<file path="src/rtl/rs232_cmd_parser.sv">
// Line-oriented hex command parser between the RS-232 RX/TX FIFOs and a register bus.
// Accepts W<addr><data>CR and R<addr>CR, replying with K, E or the read data in hex.
module rs232_cmd_parser #(
    parameter int P_ADDR_W = 8,
    parameter int P_DATA_W = 16
) (
    input  logic                clk,
    input  logic                rst_n,
    input  logic                rx_fifo_empty,
    output logic                rx_fifo_rd_en,
    input  logic [7:0]          rx_fifo_dout,
    output logic [P_ADDR_W-1:0] reg_addr,
    output logic                reg_wr_en,
    output logic [P_DATA_W-1:0] reg_wr_data,
    output logic                reg_rd_en,
    input  logic [P_DATA_W-1:0] reg_rd_data,
    output logic [7:0]          tx_fifo_data,
    output logic                tx_fifo_wr_en,
    input  logic                tx_fifo_full
);
    localparam int NA = P_ADDR_W / 4;
    localparam int ND = P_DATA_W / 4;
    localparam int SW = P_ADDR_W + P_DATA_W;
    localparam int NMAX = NA + ND + 1;
    localparam int CW = $clog2(NMAX + 1);
    localparam int RB = ND + 2;
    localparam int IW = $clog2(RB);
    localparam logic [CW-1:0] CNT_WR = CW'(NA + ND);
    localparam logic [CW-1:0] CNT_RD = CW'(NA);
    localparam logic [CW-1:0] CNT_MAX = CW'(NMAX);
    localparam logic [7:0] CR = 8'h0D;
    localparam logic [7:0] LF = 8'h0A;

    typedef enum logic [2:0] {
        S_FETCH, S_WAIT, S_PARSE, S_EXEC, S_RDW, S_RDC, S_RESP
    } state_t;
    typedef enum logic [1:0] {OP_NONE, OP_WR, OP_RD} op_t;

    state_t        state;
    op_t           op;
    logic          err;
    logic          run;
    logic [CW-1:0] cnt;
    logic [SW-1:0] sr;
    logic [7:0]    ch;
    logic [7:0]    rbuf [RB];
    logic [IW-1:0] ridx;
    logic [IW-1:0] rlast;

    function automatic logic is_hex(input logic [7:0] c);
        return (c >= 8'h30 && c <= 8'h39) ||
               (c >= 8'h41 && c <= 8'h46) ||
               (c >= 8'h61 && c <= 8'h66);
    endfunction

    // Letters A-F/a-f carry value-9 in their low nibble.
    function automatic logic [3:0] nib(input logic [7:0] c);
        return (c <= 8'h39) ? c[3:0] : c[3:0] + 4'd9;
    endfunction

    function automatic logic [7:0] hex_char(input logic [3:0] n);
        return (n < 4'd10) ? 8'h30 + {4'h0, n} : 8'h37 + {4'h0, n};
    endfunction

    assign rx_fifo_rd_en = run && (state == S_FETCH) && !rx_fifo_empty;
    assign tx_fifo_wr_en = (state == S_RESP) && !tx_fifo_full;
    assign tx_fifo_data  = (state == S_RESP) ? rbuf[ridx] : 8'h00;

    always_ff @(posedge clk or negedge rst_n) begin
        if (!rst_n) begin
            state       <= S_FETCH;
            op          <= OP_NONE;
            err         <= 1'b0;
            run         <= 1'b0;
            cnt         <= '0;
            sr          <= '0;
            ch          <= '0;
            ridx        <= '0;
            rlast       <= '0;
            reg_addr    <= '0;
            reg_wr_en   <= 1'b0;
            reg_wr_data <= '0;
            reg_rd_en   <= 1'b0;
            for (int i = 0; i < RB; i++) rbuf[i] <= '0;
        end else begin
            run       <= 1'b1;
            reg_wr_en <= 1'b0;
            reg_rd_en <= 1'b0;
            unique case (state)
                S_FETCH: begin
                    if (rx_fifo_rd_en) state <= S_WAIT;
                end
                S_WAIT: begin
                    ch    <= rx_fifo_dout;
                    state <= S_PARSE;
                end
                S_PARSE: begin
                    state <= S_FETCH;
                    if (op == OP_NONE && !err) begin
                        if (ch == 8'h57 || ch == 8'h77) op <= OP_WR;
                        else if (ch == 8'h52 || ch == 8'h72) op <= OP_RD;
                        else if (ch != CR && ch != LF) err <= 1'b1;
                    end else if (is_hex(ch)) begin
                        sr <= {sr[SW-5:0], nib(ch)};
                        if (cnt != CNT_MAX) cnt <= cnt + 1'b1;
                    end else if (ch == CR) begin
                        state <= S_EXEC;
                    end else begin
                        err <= 1'b1;
                    end
                end
                S_EXEC: begin
                    state <= S_RESP;
                    ridx  <= '0;
                    rlast <= IW'(2);
                    if (err || (op == OP_WR && cnt != CNT_WR) ||
                        (op == OP_RD && cnt != CNT_RD)) begin
                        rbuf[0] <= 8'h45;
                        rbuf[1] <= CR;
                        rbuf[2] <= LF;
                    end else if (op == OP_WR) begin
                        reg_addr    <= sr[SW-1:P_DATA_W];
                        reg_wr_data <= sr[P_DATA_W-1:0];
                        reg_wr_en   <= 1'b1;
                        rbuf[0]     <= 8'h4B;
                        rbuf[1]     <= CR;
                        rbuf[2]     <= LF;
                    end else begin
                        reg_addr  <= sr[P_ADDR_W-1:0];
                        reg_rd_en <= 1'b1;
                        state     <= S_RDW;
                    end
                end
                S_RDW: state <= S_RDC;
                // Read data is valid the cycle after the strobe.
                S_RDC: begin
                    for (int i = 0; i < ND; i++)
                        rbuf[i] <= hex_char(reg_rd_data[P_DATA_W-1-4*i -: 4]);
                    rbuf[ND]   <= CR;
                    rbuf[ND+1] <= LF;
                    rlast      <= IW'(ND + 1);
                    state      <= S_RESP;
                end
                S_RESP: begin
                    if (!tx_fifo_full) begin
                        if (ridx == rlast) begin
                            op    <= OP_NONE;
                            err   <= 1'b0;
                            cnt   <= '0;
                            sr    <= '0;
                            ridx  <= '0;
                            state <= S_FETCH;
                        end else begin
                            ridx <= ridx + 1'b1;
                        end
                    end
                end
                default: state <= S_FETCH;
            endcase
        end
    end
endmodule

</file>
<file path="config.mk">
export PLATFORM = sky130hd
export DESIGN_NAME = rs232_cmd_parser
export DESIGN_NICKNAME = d
export VERILOG_FILES = /design/src/rtl/rs232_cmd_parser.sv
export SDC_FILE = /design/constraint.sdc
export NUM_CORES = 1
export LEC_CHECK = 0
export BUFFER_PORTS_ARGS = -buffer_cell sky130_fd_sc_hd__buf_2
export CAP_MARGIN = 10
export CORE_AREA = 4 4 72 140
export CTS_BUF_LIST = sky130_fd_sc_hd__clkbuf_2
export DETAILED_ROUTE_END_ITERATION = 10
export DIE_AREA = 0 0 76 144
export PLACE_DENSITY = 0.89
export SLEW_MARGIN = 20
export SYNTH_ARGS = -nofsm -noshare
export SYNTH_HDL_FRONTEND = slang
export SYNTH_SLANG_ARGS = --single-unit
</file>
<file path="constraint.sdc">
create_clock -name clk -period 2.5 [get_ports clk]
set_input_delay 0.125 -clock clk [delete_from_list [all_inputs] [get_ports clk]]
set_output_delay 0.125 -clock clk [all_outputs]
set_load 0.005 [all_outputs]
</file>
After elaboration in Yosys (flattened, before gate mapping)
Index checks and enable logic that the tools add are counted.
Widths: inputs -> output; s select.

cells by class
  eq/ne operators = 33
  reduce and logical (&&, ||, !) cells = 33
  magnitude comparators = 11
  add/sub/neg operators = 11
  muxes and demuxes = 56
  bitwise operators = 2

operator list
  operator             count
  $mux 24              6
  $pmux 24 s2          2
  $add 6x4->7 const A  8
  $eq 8x7->1 const B   4
  $mux 8               4
  $mux 7               4
  $ne 3x3->1 const B   9
  $bmux 8 s3           1
  $mux 3               8
  $pmux 3 s7           1
  $mux 2               10
  $pmux 3 s2           3
  $ge 8x7->1 const B   2
  $le 8x7->1 const B   2
  $lt 4x4->1 const B   4
  $ne 8x4->1 const B   2
  $mux 1               14
  $ne 2x2->1 const B   6
  $logic_and 1x1->1    10
  $reduce_and 5->1     2
  $eq 3x3->1 const B   3
  $eq 8x4->1 const B   1
  $ge 8x6->1 const B   1
  $le 8x6->1 const B   1
  24 further kinds     38

word-level totals
  flip-flop bits (word level) = 108
  output and inout bits = 36

Longest topological paths before layout
Gate-level depths: netlist of the first run.

  word-level depth = 7
  mapped depth = 8
  depth with buffers taken out = 6

Least setup slack after synthesis of the first run
No wires, ideal clock.

  path type = reg-to-reg
  from = reg ch[0]
  to = reg cnt[0]
  clock period less this slack = 1.757 ns
  data arrival time = 1.677 ns
  cell stages (with the launch flop) = 7
  slack = 0.743 ns
  path through = dfrtp_1 -> inv_1 -> ha_1 -> inv_1 -> o311a_1 -> o21ai_0 -> mux2i_1

on the way
  longest elaborated chain between the ends = 6
  elaborated cells between the ends (all ways) = 13

ends and longest elaborated chain
  element                                      line    RTL
  from (decl)                                  45      logic [7:0] ch;
  from (signal assigned)                       94      ch <= rx_fifo_dout;
  $ge 8x6->1 (tied with other cells)           51      return (c >= 8'h30 && c <= 8'h39) ||
  $logic_and 1x1->1, on equally long branches  51, 52
  $logic_or 1x1->1                             51
  $logic_or 1x1->1 *                           52      (c >= 8'h41 && c <= 8'h46) ||
  $ne 2x2->1 (no line) *                       n/a
  $reduce_and 6->1 (no line) *                 n/a
  to (signal assigned)                         105     if (cnt != CNT_MAX) cnt <= cnt + 1'b1;
  to (decl)                                    43      logic [CW-1:0] cnt;

Mark *: on every way between the ends. The rest lies on a longest branch, timed or not.
A chain may end at the register's enable or synchronous reset.

Worst setup path after layout of the first run
  from = reg state[2]
  to = reg rbuf[27] in the netlist's numbering

on the way
  longest elaborated chain between the ends = 3
  elaborated cells between the ends (all ways) = 6

ends and longest elaborated chain
  element                                                    line  RTL
  from (decl)                                                39    state_t state;
  from (signal assigned)                                     71    state <= S_FETCH;
  from (signal assigned)                                     91    if (rx_fifo_rd_en) state <= S_WAIT;
  from (signal assigned)                                     95    state <= S_PARSE;
  $eq 3x2->1 or $eq 3x3->1 (tied branches)                   89    unique case (state)
  $ne 3x3->1 (no line) or $reduce_bool 2->1 (tied branches)  n/a
  $reduce_and 2->1 (no line)                                 n/a
  to (signal, indexed assignment)                            138   rbuf[i] <= hex_char(reg_rd_data[P_DATA_W-1-4*i -: 4]);
  to (decl)                                                  46    logic [7:0] rbuf [RB];

Several ways; a longest one is shown, not always the timed one.

==> impl_summary.log, run 1 <==
INFO  metric synthDistinctLibCells = 58
INFO  metric clock-root-buffer = clkbuf_2
INFO  metric viasPerCell = 6.07
INFO  metric synth-main-ff-cell = dfrtp_1
INFO  metric global_routing_s_busiest_layer = met2
INFO  metric timing_worst_slew_pin_value = 881 ps
INFO  metric tns = 0 ps
INFO  metric detail_route.wirelength = 13.0 mm
INFO  metric total_overflow_reported_by_the_global_router = 0
INFO  metric use_met2 = 46.7%
INFO  metric grt_met1_usage = 25.1%
INFO  metric fin_nets = 636
INFO  metric slew_violations = 0
INFO  metric grt_pass1_wl = 21.7 mm
INFO  metric mappedNetlistArea = 5280 um^2
INFO  metric floorplan.initialDensity = 58.6%
INFO  metric critPathRequiredTime = 3070 ps
INFO  metric numCtsBuffers = 9
INFO  metric dieHeight = 144 um
INFO  metric ys_seq_area_share = 48.4%
INFO  metric drtAntennaViolNets = 0
INFO  metric routed_len_inst = 18.4 um
INFO  metric clock_path_buffers = 2
INFO  metric cts.sinks = 102
INFO  metric final_critical_path_setup_slack = 132 ps
INFO  metric yosysWarnings = 0
INFO  metric yosys.area.top_type_share = 48.4%
INFO  metric timing.hold.worst.class = input port to flip-flop
INFO  metric tritoncts = yes
INFO  metric coreArea = 9010 um^2
INFO  metric yosys_register_bits = 102
INFO  metric maxCapViolCount = 0
INFO  metric io_pins = 64
INFO  metric critical_path.startpoint_type = flip-flop
INFO  metric drive_above_1_share = 23.8%
INFO  metric critPathSlowestCell = dfrtp_1
INFO  metric comb_power_share = 37.5%
INFO  metric timing.critical_path.cells = nand3b_1 -> buf_4 -> nor4b_1 -> dlygate4sd3_1 -> a21oi_1 -> nand2_1
INFO  metric status = complete, no violations
INFO  metric worst-endpoint-arrival = 2940 ps
INFO  metric number_of_remaining_drc_errors = 0
INFO  metric netlist_instances = 501
INFO  metric slew_headroom = 41.1%
INFO  metric overall_die_area = 10900 um^2
INFO  metric globalplace.congestion = 0.869
INFO  metric antenna_found_initial = 1
INFO  metric crit_path_max_fanout = 12
INFO  metric seq_power_share = 47.8%
INFO  metric stdcell_area = 6150 um^2
INFO  metric detailed_place_hpwl = 8.90 mm
INFO  metric p_clk_share = 14.7%
INFO  metric max_stage_delay = 630 ps
INFO  metric period_minus_slack = 2370 ps
INFO  metric area_growth = 16.5%
INFO  metric internal_power = 3.75 mW
INFO  metric skew = 43.8 ps
INFO  metric path_class = flip-flop to flip-flop
INFO  metric number_of_enable_type_register_cells_in_the_synthesized_netlist = 0
INFO  metric timing_hold_violations_final = 0
INFO  metric io_buffers = 62
INFO  metric syn-num-nets = 542
INFO  metric postSynthAreaPerCell = 10.5 um^2
INFO  metric clkTransAtPathRegs = 290 ps
INFO  metric die_w = 76 um
INFO  metric power_density = 997 nW/um^2
INFO  metric cts_h_tree_depth = 3
INFO  metric worst_setup_path_end_kind = flip-flop
INFO  metric synth_area_leaders = dfrtp_1 48%, mux2_2 6.2%, mux2i_1 5.7%, nand2_1 4.9%, ha_1 3.1%
INFO  metric netSwitchingFraction = 38.8%
INFO  metric dpl-instance-area = 5660 um^2
INFO  metric final_total_pwr = 6.13 mW
INFO  metric first_pass_iters = 5
INFO  metric grt_setup_unrepaired = no
INFO  metric grt_pass1_vias = 4468
INFO  metric max_ir_drop_vdd = 0.621 mV
INFO  metric grt_util_all_layers = 24.9%
INFO  metric synth_top_area_cell = dfrtp_1
INFO  metric cellLeakagePower = 3.19 nW
INFO  metric post-route-period-util = 94.7%
INFO  metric fmax = 422 MHz
INFO  metric ys_async_sr_fraction = 100%
INFO  metric grt.met3_usage = 3.93%
INFO  metric placement_rows = 49
INFO  metric route.vias.total = 4266
INFO  metric finalSetupViolCount = 0
INFO  metric pin_count_of_the_biggest_net_entering_global_routing = 62
INFO  metric drt_first_iter_violations = 232
INFO  metric pre_cts_ws = 444 ps
INFO  metric p_sw = 2.38 mW
INFO  metric clock_insertion_delay_worst_skew = 610 ps
-- flip-flops by register name (all words and copies together), names as in the netlist --
| register | count |
|---|---|
| ch | 8 |
| cnt | 3 |
| err | 1 |
| op | 2 |
| rbuf | 29 |
| reg_addr | 8 |
| reg_rd_en | 1 |
| reg_wr_data | 16 |
| reg_wr_en | 1 |
| ridx | 3 |
| rlast | 2 |
| run | 1 |
| sr | 24 |
| state | 3 |
-- logic make-up after synthesis --
group,count (synthesis),share of synthesized area (%)
other,2,0.142
AO/OA/AOI/OAI,92,11.5
AND/OR/NAND/NOR,155,15.0
flip-flops,102,48.4
adder cells (fa/ha/maj),13,3.08
buffers and inverters,63,5.69
multiplexers,68,15.3
XOR/XNOR,6,0.995
-- cell usage after synthesis (4+ instances only) --
master / count
o21ai_0: 30
ha_1: 13
nor3b_1: 5
xnor2_1: 6
nor4_1: 6
clkbuf_1: 9
nor3_1: 7
mux2_2: 29
o211ai_1: 7
nand2_1: 69
nor2_1: 24
mux4_2: 7
buf_2: 12
o21a_1: 4
nor2b_1: 5
a21oi_1: 20
inv_1: 36
nand3_1: 8
a211oi_1: 7
mux2i_1: 30
nand2b_1: 10
dfrtp_1: 102
-- critical path: cells and delay by family (launching register included) --
family | cells | cell delay [ps]
and+or+nand+nor | 3 | 770
buffers and inverters | 2 | 890
AOI/OAI and AO/OA | 1 | 60
DFF | 1 | 630
-- metal layers --
metal | wire (um) | vias up
met5 | 0 | -
met4 | 797 | 0
met3 | 661 | 65
met2 | 7210 | 201
met1 | 4300 | 2080
li1 | - | 1920
-- repair_timing --
| item | in CTS | in global routing |
|---|---|---|
| pin swaps | 0 | 1 |
| setup endpoints to repair | 1 | 2 |
| endpoints found under the hold margin | 95 | 0 |
| setup buffers | 0 | 2 |
| hold buffers | 34 | 0 |
| gates resized for setup | 1 | 0 |
-- final timing paths --
kind | startpoint | endpoint | slack (ps) | cells after the start
worst max-delay path | state[2] | rbuf[27] | 130 | 6
worst min-delay path | rx_fifo_empty | state[0] | 20 | 4
worst max register to register | state[2] | rbuf[27] | 130 | 6
worst min register to register | rbuf[22] | rbuf[22] | 510 | 2
max in group asynchronous | rst_n | sr[15] | 1680 | 3
min in group asynchronous | rst_n | reg_wr_en | 90 | 2
-- area by class of cell --
class                      instances  area [um^2]
fill                             638         2860
sequential                       102         2550
multi-input combinational        336         2430
clock buffer                      11         55.1
tap                              102          128
antenna                            1         2.50
timing repair buffer             110          771
clock inverter                     5         81.3
inverter                          36          135
-- stage by stage --
step | instances | utilization (%) | hold WS [ps]
after global placement | 650 | 62.8 | 251
after detailed placement | 650 | 62.8 | 262
after global routing | 703 | 68.3 | 30.8
after CTS | 700 | 68.1 | 2.06
after floorplan | 501 | - | -171
final | 703 | 68.3 | 23.4
-- cells in the final DEF (no fill, tap or decap), drive strengths merged, types with 8 or more instances in the layout --
cell type and instances:
nor2 24, nand2b 11, nand3 8, clkbuf 11, nor3 9, ha 13, mux2i 30, buf 76
nand2 69, dlygate4sd3 34, o21ai 30, dfrtp 102, inv 37, a21oi 20, mux2 31, a211oi 9
-- power groups by stage --
stage	Sequential, mW	Combinational, mW	Clock [mW]
3_3_place_gp	2.90	2.04	0
3_5_place_dp	2.95	2.17	0
6_report	2.93	2.30	0.901
2_1_floorplan	2.62	1.81	0
4_1_cts	2.91	2.25	0.915
5_1_grt	3.01	2.55	0.979
Note: power is estimated with default switching activity, not from simulation.
==> run 2, diff against run 1 <==
--- a/config.mk
+++ b/config.mk
@@ -5,7 +5,7 @@
 export SDC_FILE = /design/constraint.sdc
 export NUM_CORES = 1
 export LEC_CHECK = 0
-export BUFFER_PORTS_ARGS = -buffer_cell sky130_fd_sc_hd__buf_2
+export BUFFER_PORTS_ARGS = -buffer_cell sky130_fd_sc_hd__buf_4
 export CAP_MARGIN = 10
 export CORE_AREA = 4 4 72 140
 export CTS_BUF_LIST = sky130_fd_sc_hd__clkbuf_2
==> run 2 against run 1 <==
Net effect:
- combinational power barely moved
- sequential power about the same
- clock power about the same
- sequential cell count unchanged
- non-clock buffer count did not move
- sequential share of layout area down 1.1 points
- maximum frequency is 2.1% higher
- worst setup slack better by 48 ps
- critical path type is now flip-flop to output pin
- via count down 1.2%
- power grew 0.47%
==> impl_summary.log, run 2 (synthesis gave the netlist of run 1 again) <==
INFO  metric layout_top_registers = rbuf (29), sr (24), reg_wr_data (16)
INFO  metric antenna_found_initial = 1 (unchanged)
INFO  metric pin_count_of_the_biggest_net_entering_global_routing = 53 (-15%)
INFO  metric placement_rows = 49 (unchanged)
INFO  metric grt_util_all_layers = 23.9% (-1.0 points)
INFO  metric first_pass_iters = 5 (unchanged)
INFO  metric hold-path-cell-count = 4 (unchanged)
INFO  metric area_growth = 19.7%
INFO  metric max_ir_drop_vdd = 0.708 mV (+14%)
INFO  metric critPathRequiredTime = 2380 ps (-690 ps)
INFO  metric fillCellCount = 627 (-1.7%)
INFO  metric critPathSlowestCell = dfrtp_2
INFO  metric timing.critical_path.cells = mux4_2 -> mux2i_1 -> nor2_1 -> buf_4
INFO  metric slew_violations = 0 (unchanged)
INFO  metric period_minus_slack = 2320 ps (-48.2 ps)
INFO  metric clkTransAtPathRegs = 310 ps (+20 ps)
INFO  metric die_w = 76 um (unchanged)
INFO  metric final_total_pwr = 6.16 mW (+0.47%)
INFO  metric viasPerCell = 6.00 (-1.2%)
INFO  metric commonest_cells_after_routing_fill_and_taps_aside = 101 x dfrtp_1, 74 x buf_4, 69 x nand2_1
INFO  metric grt_pass1_wl = 20.9 mm (-3.8%)
INFO  metric crit_buf_inv = 1 (-1)
INFO  metric drt_first_iter_violations = 289 (+25%)
INFO  metric use_met2 = 45.3% (-1.5 points)
INFO  metric grt_pass1_vias = 4312 (-3.5%)
INFO  metric tns = 0 ps (unchanged)
INFO  metric post-route-period-util = 92.8% (-1.9 points)
INFO  metric crit-reg2reg-launch = state[2]
INFO  metric status = complete, no violations
INFO  metric ff2ff_path_depth = 5 (-1)
INFO  metric timing_worst_slew_pin_value = 699 ps (-183 ps)
INFO  metric timing_hold_violations_final = 0 (unchanged)
INFO  metric critical_path.startpoint_type = flip-flop
INFO  metric detailed_place_hpwl = 8.76 mm (-1.6%)
INFO  metric route.vias.total = 4216 (-1.2%)
INFO  metric worst_setup_path_end_kind = output pin
INFO  metric worst_setup_path_startpoint = ridx[0]
INFO  metric dieHeight = 144 um (unchanged)
INFO  metric cpLargestDelayFamily = multiplexers
INFO  metric power_density = 976 nW/um^2 (-2.2%)
INFO  metric layout.cells.non_filler = 703 (unchanged)
INFO  metric layout.cells.most_common = dfrtp_1
INFO  metric io_buffers = 62 (unchanged)
INFO  metric globalplace.congestion = 0.853 (-1.8%)
INFO  metric grt.met3_usage = 3.24% (-0.69 points)
INFO  metric total_overflow_reported_by_the_global_router = 0 (unchanged)
INFO  metric skew = 41.5 ps (-2.30 ps)
INFO  metric grt_setup_unrepaired = no
INFO  metric global_routing_s_busiest_layer = met2
INFO  metric finalSetupViolCount = 0 (unchanged)
INFO  metric cp_num_cells = 4 (-2)
INFO  metric detail_route.wirelength = 12.7 mm (-2.0%)
INFO  metric clock_path_buffers = 2 (unchanged)
INFO  metric stdcell_area = 6320 um^2 (+2.7%)
INFO  metric floorplan.initialDensity = 58.6% (unchanged)
INFO  metric crit_path_max_fanout = 14 (+2)
INFO  metric clock_insertion_delay_worst_skew = 640 ps (+30 ps)
INFO  metric max_stage_delay = 670 ps (+40 ps)
INFO  metric path_class = flip-flop to output pin
INFO  metric number_of_remaining_drc_errors = 0 (unchanged)
INFO  metric placed_cells = 649 (-0.15%)
INFO  metric worst-endpoint-arrival = 2190 ps (-750 ps)
INFO  metric numCtsBuffers = 9 (unchanged)
INFO  metric io_pins = 64 (unchanged)
INFO  metric coreArea = 9010 um^2 (unchanged)
INFO  metric drive_above_1_share = 23.7% (-0.17 points)
INFO  metric min-delay-start = rx_fifo_dout[1]
INFO  metric slew_headroom = 53.2% (+12 points)
INFO  metric fin_nets = 636 (unchanged)
INFO  metric largest_register = rbuf
INFO  metric dpl-instance-area = 5800 um^2 (+2.6%)
INFO  metric cts.sinks = 102 (unchanged)
INFO  metric clock-root-buffer = clkbuf_2
INFO  metric grt_met1_usage = 24.9% (-0.22 points)
INFO  metric overall_die_area = 10900 um^2 (unchanged)
INFO  metric fmax = 431 MHz (+2.1%)
INFO  metric hold_ws = 269 ps (+246 ps)
INFO  metric timing.hold.worst.class = input port to flip-flop
INFO  metric maxCapViolCount = 0 (unchanged)
INFO  metric tritoncts = yes
INFO  metric cellLeakagePower = 3.21 nW (+0.67%)
INFO  metric cts_h_tree_depth = 3 (unchanged)
INFO  metric largest_reg_flops = 29 (unchanged)
INFO  metric routed_len_inst = 18.1 um (-2.0%)
INFO  metric drtAntennaViolNets = 0 (unchanged)
## run 2: power by group
| group | switching, mW | leakage (nW) | internal [mW] | total (mW) |
|---|---|---|---|---|
| logic | 1.13 | 1.90 | 1.19 | 2.32 |
| registers | 0.674 | 1.23 | 2.27 | 2.94 |
| clock network | 0.631 | 0.0821 | 0.267 | 0.898 |
## run 2: final cells by class
| class | instances | area [um^2] | area share (%) |
|---|---|---|---|
| sequential | 102 | 2550 | 40.4 |
| multi-input combinational | 336 | 2430 | 38.4 |
| timing repair buffer | 110 | 926 | 14.7 |
| inverter | 36 | 135 | 2.14 |
| tap | 102 | 128 | 2.02 |
| clock inverter | 7 | 101 | 1.60 |
| clock buffer | 9 | 45.0 | 0.713 |
| antenna | 1 | 2.50 | 0.0396 |
## run 2: per-stage QoR
| step | utilization (%) | setup slack [ps] |
|---|---|---|
| 2_1_floorplan | - | 743 |
| 3_3_place_gp | 64.4 | 499 |
| 3_5_place_dp | 64.4 | 430 |
| 4_1_cts | 69.9 | 110 |
| 5_1_grt | 70.1 | 70.1 |
| 6_report | 70.1 | 180 |
## run 2: per-layer routing
layer	vias up	share of wire, %	wire, um
met5	-	0	0
met4	0	4.3	551
met3	48	4.4	556
met2	189	57	7200
met1	2053	35	4400
li1	1926	-	-
## run 2: what timing repair did
action / CTS / global route
resized for setup: 1 / 0
setup buffers: 0 / 2
hold buffers: 35 / 0
endpoints found under the hold margin: 134 / 0
gates cloned: 0 / 0
pin swaps: 0 / 0
endpoints found under the setup margin: 7 / 3
## run 2: worst paths after layout
check	end	slack, ps
max reg2reg	rbuf[28]	210
min in group asynchronous	reg_wr_data[12]	500
min reg2reg	rbuf[1]	520
max in group asynchronous	sr[16]	900
min	ch[1]	270
max	tx_fifo_data[3]	180
## run 2: worst register-to-register path: cells and delay by family, from the launching register on
family | cells | cell delay, ps
simple gates | 2 | 690
compound gates | 2 | 260
buf+inv | 1 | 620
flops | 1 | 630
==> run 3, diff against run 2 <==
--- a/config.mk
+++ b/config.mk
@@ -7,10 +7,10 @@
 export LEC_CHECK = 0
 export BUFFER_PORTS_ARGS = -buffer_cell sky130_fd_sc_hd__buf_4
 export CAP_MARGIN = 10
-export CORE_AREA = 4 4 72 140
+export CORE_AREA = 2 2 70 138
 export CTS_BUF_LIST = sky130_fd_sc_hd__clkbuf_2
 export DETAILED_ROUTE_END_ITERATION = 10
-export DIE_AREA = 0 0 76 144
+export DIE_AREA = 0 0 72 140
 export PLACE_DENSITY = 0.89
 export SLEW_MARGIN = 20
 export SYNTH_ARGS = -nofsm -noshare
==> run 3 against run 2 <==
Net effect:
- count of clock-buffer cells in the layout stayed put
- die area is 7.9% lower
- via count is 3.1% higher
- sequential cell count stayed put
- non-clock buffer count is 6 higher
- clock skew is 21 ps lower
- highest routed layer unchanged
- critical path type is now flip-flop to flip-flop
- cell count is 0.71% higher
==> impl_summary.log, run 3 (synthesis gave the netlist of run 1 again) <==
INFO  metric area_growth = 20.1%
INFO  metric first_pass_iters = 5 (unchanged)
INFO  metric floorplan.initialDensity = 58.6% (unchanged)
INFO  metric dieHeight = 140 um (-2.8%)
INFO  metric clock_insertion_delay_worst_skew = 600 ps (-40 ps)
INFO  metric post-route-period-util = 92.6% (-0.15 points)
INFO  metric final_total_pwr = 6.13 mW (-0.46%)
INFO  metric route.vias.total = 4348 (+3.1%)
INFO  metric tritoncts = yes
INFO  metric slew_headroom = 50.7% (-2.5 points)
INFO  metric tns = 0 ps (unchanged)
INFO  metric period_minus_slack = 2320 ps (-3.68 ps)
INFO  metric clkTransAtPathRegs = 250 ps (-60 ps)
INFO  metric crit_path_max_fanout = 15 (+1)
INFO  metric clock_path_buffers = 2 (unchanged)
INFO  metric max_ir_drop_vdd = 0.549 mV (-23%)
INFO  metric multi_input_area = 2430 um^2 (unchanged)
INFO  metric fin_nets = 642 (+0.94%)
INFO  metric critical_path.startpoint_type = flip-flop
INFO  metric number_of_remaining_drc_errors = 0 (unchanged)
INFO  metric overall_die_area = 10100 um^2 (-7.9%)
INFO  metric die_w = 72 um (-5.3%)
INFO  metric commonest_cells_after_routing_fill_and_taps_aside = 101 x dfrtp_1, 80 x buf_4, 69 x nand2_1
INFO  metric skew = 20.7 ps (-20.8 ps)
INFO  metric pin_count_of_the_biggest_net_entering_global_routing = 28 (-47%)
INFO  metric worst-endpoint-arrival = 2880 ps (+690 ps)
INFO  metric hold_ws = 270 ps (+1.33 ps)
INFO  metric largest_register = rbuf
INFO  metric clock-root-buffer = clkbuf_2
INFO  metric routed_len_inst = 18.5 um (+2.1%)
INFO  metric coreArea = 9010 um^2 (unchanged)
INFO  metric antenna_found_initial = 1 (unchanged)
INFO  metric final_critical_path_setup_slack = 184 ps (+3.68 ps)
INFO  metric detailed_place_hpwl = 8.95 mm (+2.1%)
INFO  metric fillCellCount = 621 (-0.96%)
INFO  metric finalSetupViolCount = 0 (unchanged)
INFO  metric path_class = flip-flop to flip-flop
INFO  metric grt_pass1_wl = 21.6 mm (+3.8%)
INFO  metric cts.sinks = 102 (unchanged)
INFO  metric largest_reg_flops = 29 (unchanged)
INFO  metric detail_route.wirelength = 13.1 mm (+2.8%)
INFO  metric dpl-instance-area = 5800 um^2 (about the same)
INFO  metric drt_first_iter_violations = 380 (+31%)
INFO  metric viasPerCell = 6.14 (+2.4%)
INFO  metric numCtsBuffers = 9 (unchanged)
INFO  metric slew_violations = 0 (unchanged)
INFO  metric grt_setup_unrepaired = no
INFO  metric layout_top_registers = rbuf (29), sr (24), reg_wr_data (16)
INFO  metric grt_pass1_vias = 4525 (+4.9%)
INFO  metric pre_cts_ws = 428 ps (-1.53 ps)
INFO  metric timing_hold_violations_final = 0 (unchanged)
INFO  metric total_overflow_reported_by_the_global_router = 0 (unchanged)
INFO  metric maxCapViolCount = 0 (unchanged)
INFO  metric drive_above_1_share = 24.0% (+0.30 points)
INFO  metric timing.hold.worst.class = input port to flip-flop
INFO  metric regArea = 2550 um^2 (unchanged)
INFO  metric grt_util_all_layers = 27.8% (+3.9 points)
INFO  metric stdcell_area = 6340 um^2 (+0.34%)
INFO  metric drtAntennaViolNets = 0 (unchanged)
INFO  metric globalplace.congestion = 0.896 (+5.0%)
INFO  metric fmax = 432 MHz (+0.16%)
INFO  metric cellLeakagePower = 3.24 nW (+0.73%)
INFO  metric layout.cells.most_common = dfrtp_1
INFO  metric status = complete, no violations
INFO  metric power_density = 968 nW/um^2 (-0.79%)
INFO  metric worst_setup_path_end_kind = flip-flop
INFO  metric io_buffers = 62 (unchanged)
INFO  metric timing_worst_slew_pin_value = 738 ps (+39.3 ps)
INFO  metric cts_h_tree_depth = 3 (unchanged)
INFO  metric io_pins = 64 (unchanged)
INFO  metric critPathRequiredTime = 3060 ps (+680 ps)
INFO  metric placement_rows = 49 (unchanged)
==> run 3: cell types whose count changed in the layout (fill, tap and decap cells not counted) <==
cell and change:
buf_4 +6, bufinv_16 +1, clkinv_1 +2, clkinv_2 +2
clkinv_8 -2, clkinvlp_4 -1, inv_6 -1, inv_8 -2
==> run 3: worst paths after layout <==
kind	from	endpoint	slack (ps)	cells after the start
worst min register to register	rbuf[1]	rbuf[1]	500	1
worst max-delay path	state[2]	rbuf[18]	180	5
worst min-delay path	rx_fifo_dout[7]	ch[7]	270	3
max in group asynchronous	rst_n	ridx[0]	1560	4
worst max register to register	state[2]	rbuf[18]	180	5
min in group asynchronous	rst_n	sr[13]	540	4
==> run 3: power breakdown <==
part | switching [mW] | internal [mW] | total, mW
logic | 1.14 | 1.21 | 2.36
registers | 0.668 | 2.27 | 2.94
clock network | 0.527 | 0.316 | 0.843
total | 2.34 | 3.80 | 6.13
==> run 3: layout make-up <==
type | instances | area share [%]
multi-input combinational | 336 | 38.3
tap | 102 | 2.01
sequential | 102 | 40.3
timing repair buffer | 116 | 15.3
clock buffer | 9 | 0.711
clock inverter | 6 | 1.22
inverter | 36 | 2.13
antenna | 1 | 0.0395
==> run 3: timing repair <==
action,4_1_cts,5_1_grt
buffers inserted,0,5
endpoints found under the setup margin,1,4
pin swaps,0,0
resized for setup,1,0
hold buffers,36,0
hold endpoints to repair,140,0
==> run 3: critical path, stage by stage (launching register included) <==
cell           delay, ps
dfrtp_1              620
and3b_1              610
buf_4                250
nor2_1                60
a31oi_1              190
dlygate4sd3_1        570
==> run 3: per-stage QoR <==
| step | util, % | instances |
|---|---|---|
| after floorplan | - | 501 |
| after global placement | 64.4 | 651 |
| after detailed placement | 64.4 | 651 |
| after CTS | 69.9 | 702 |
| after global routing | 70.3 | 708 |
| final | 70.3 | 708 |
==> run 3: routing by layer <==
metal	GRT usage (%)	wire, um	share of wire, %	vias to the layer above
li1	-	-	-	1934
met2	50.2	7180	55	200
met4	15.8	796	6.1	0
met1	28.9	4460	34	2139
met3	5.54	644	4.9	75
met5	0	0	0	-
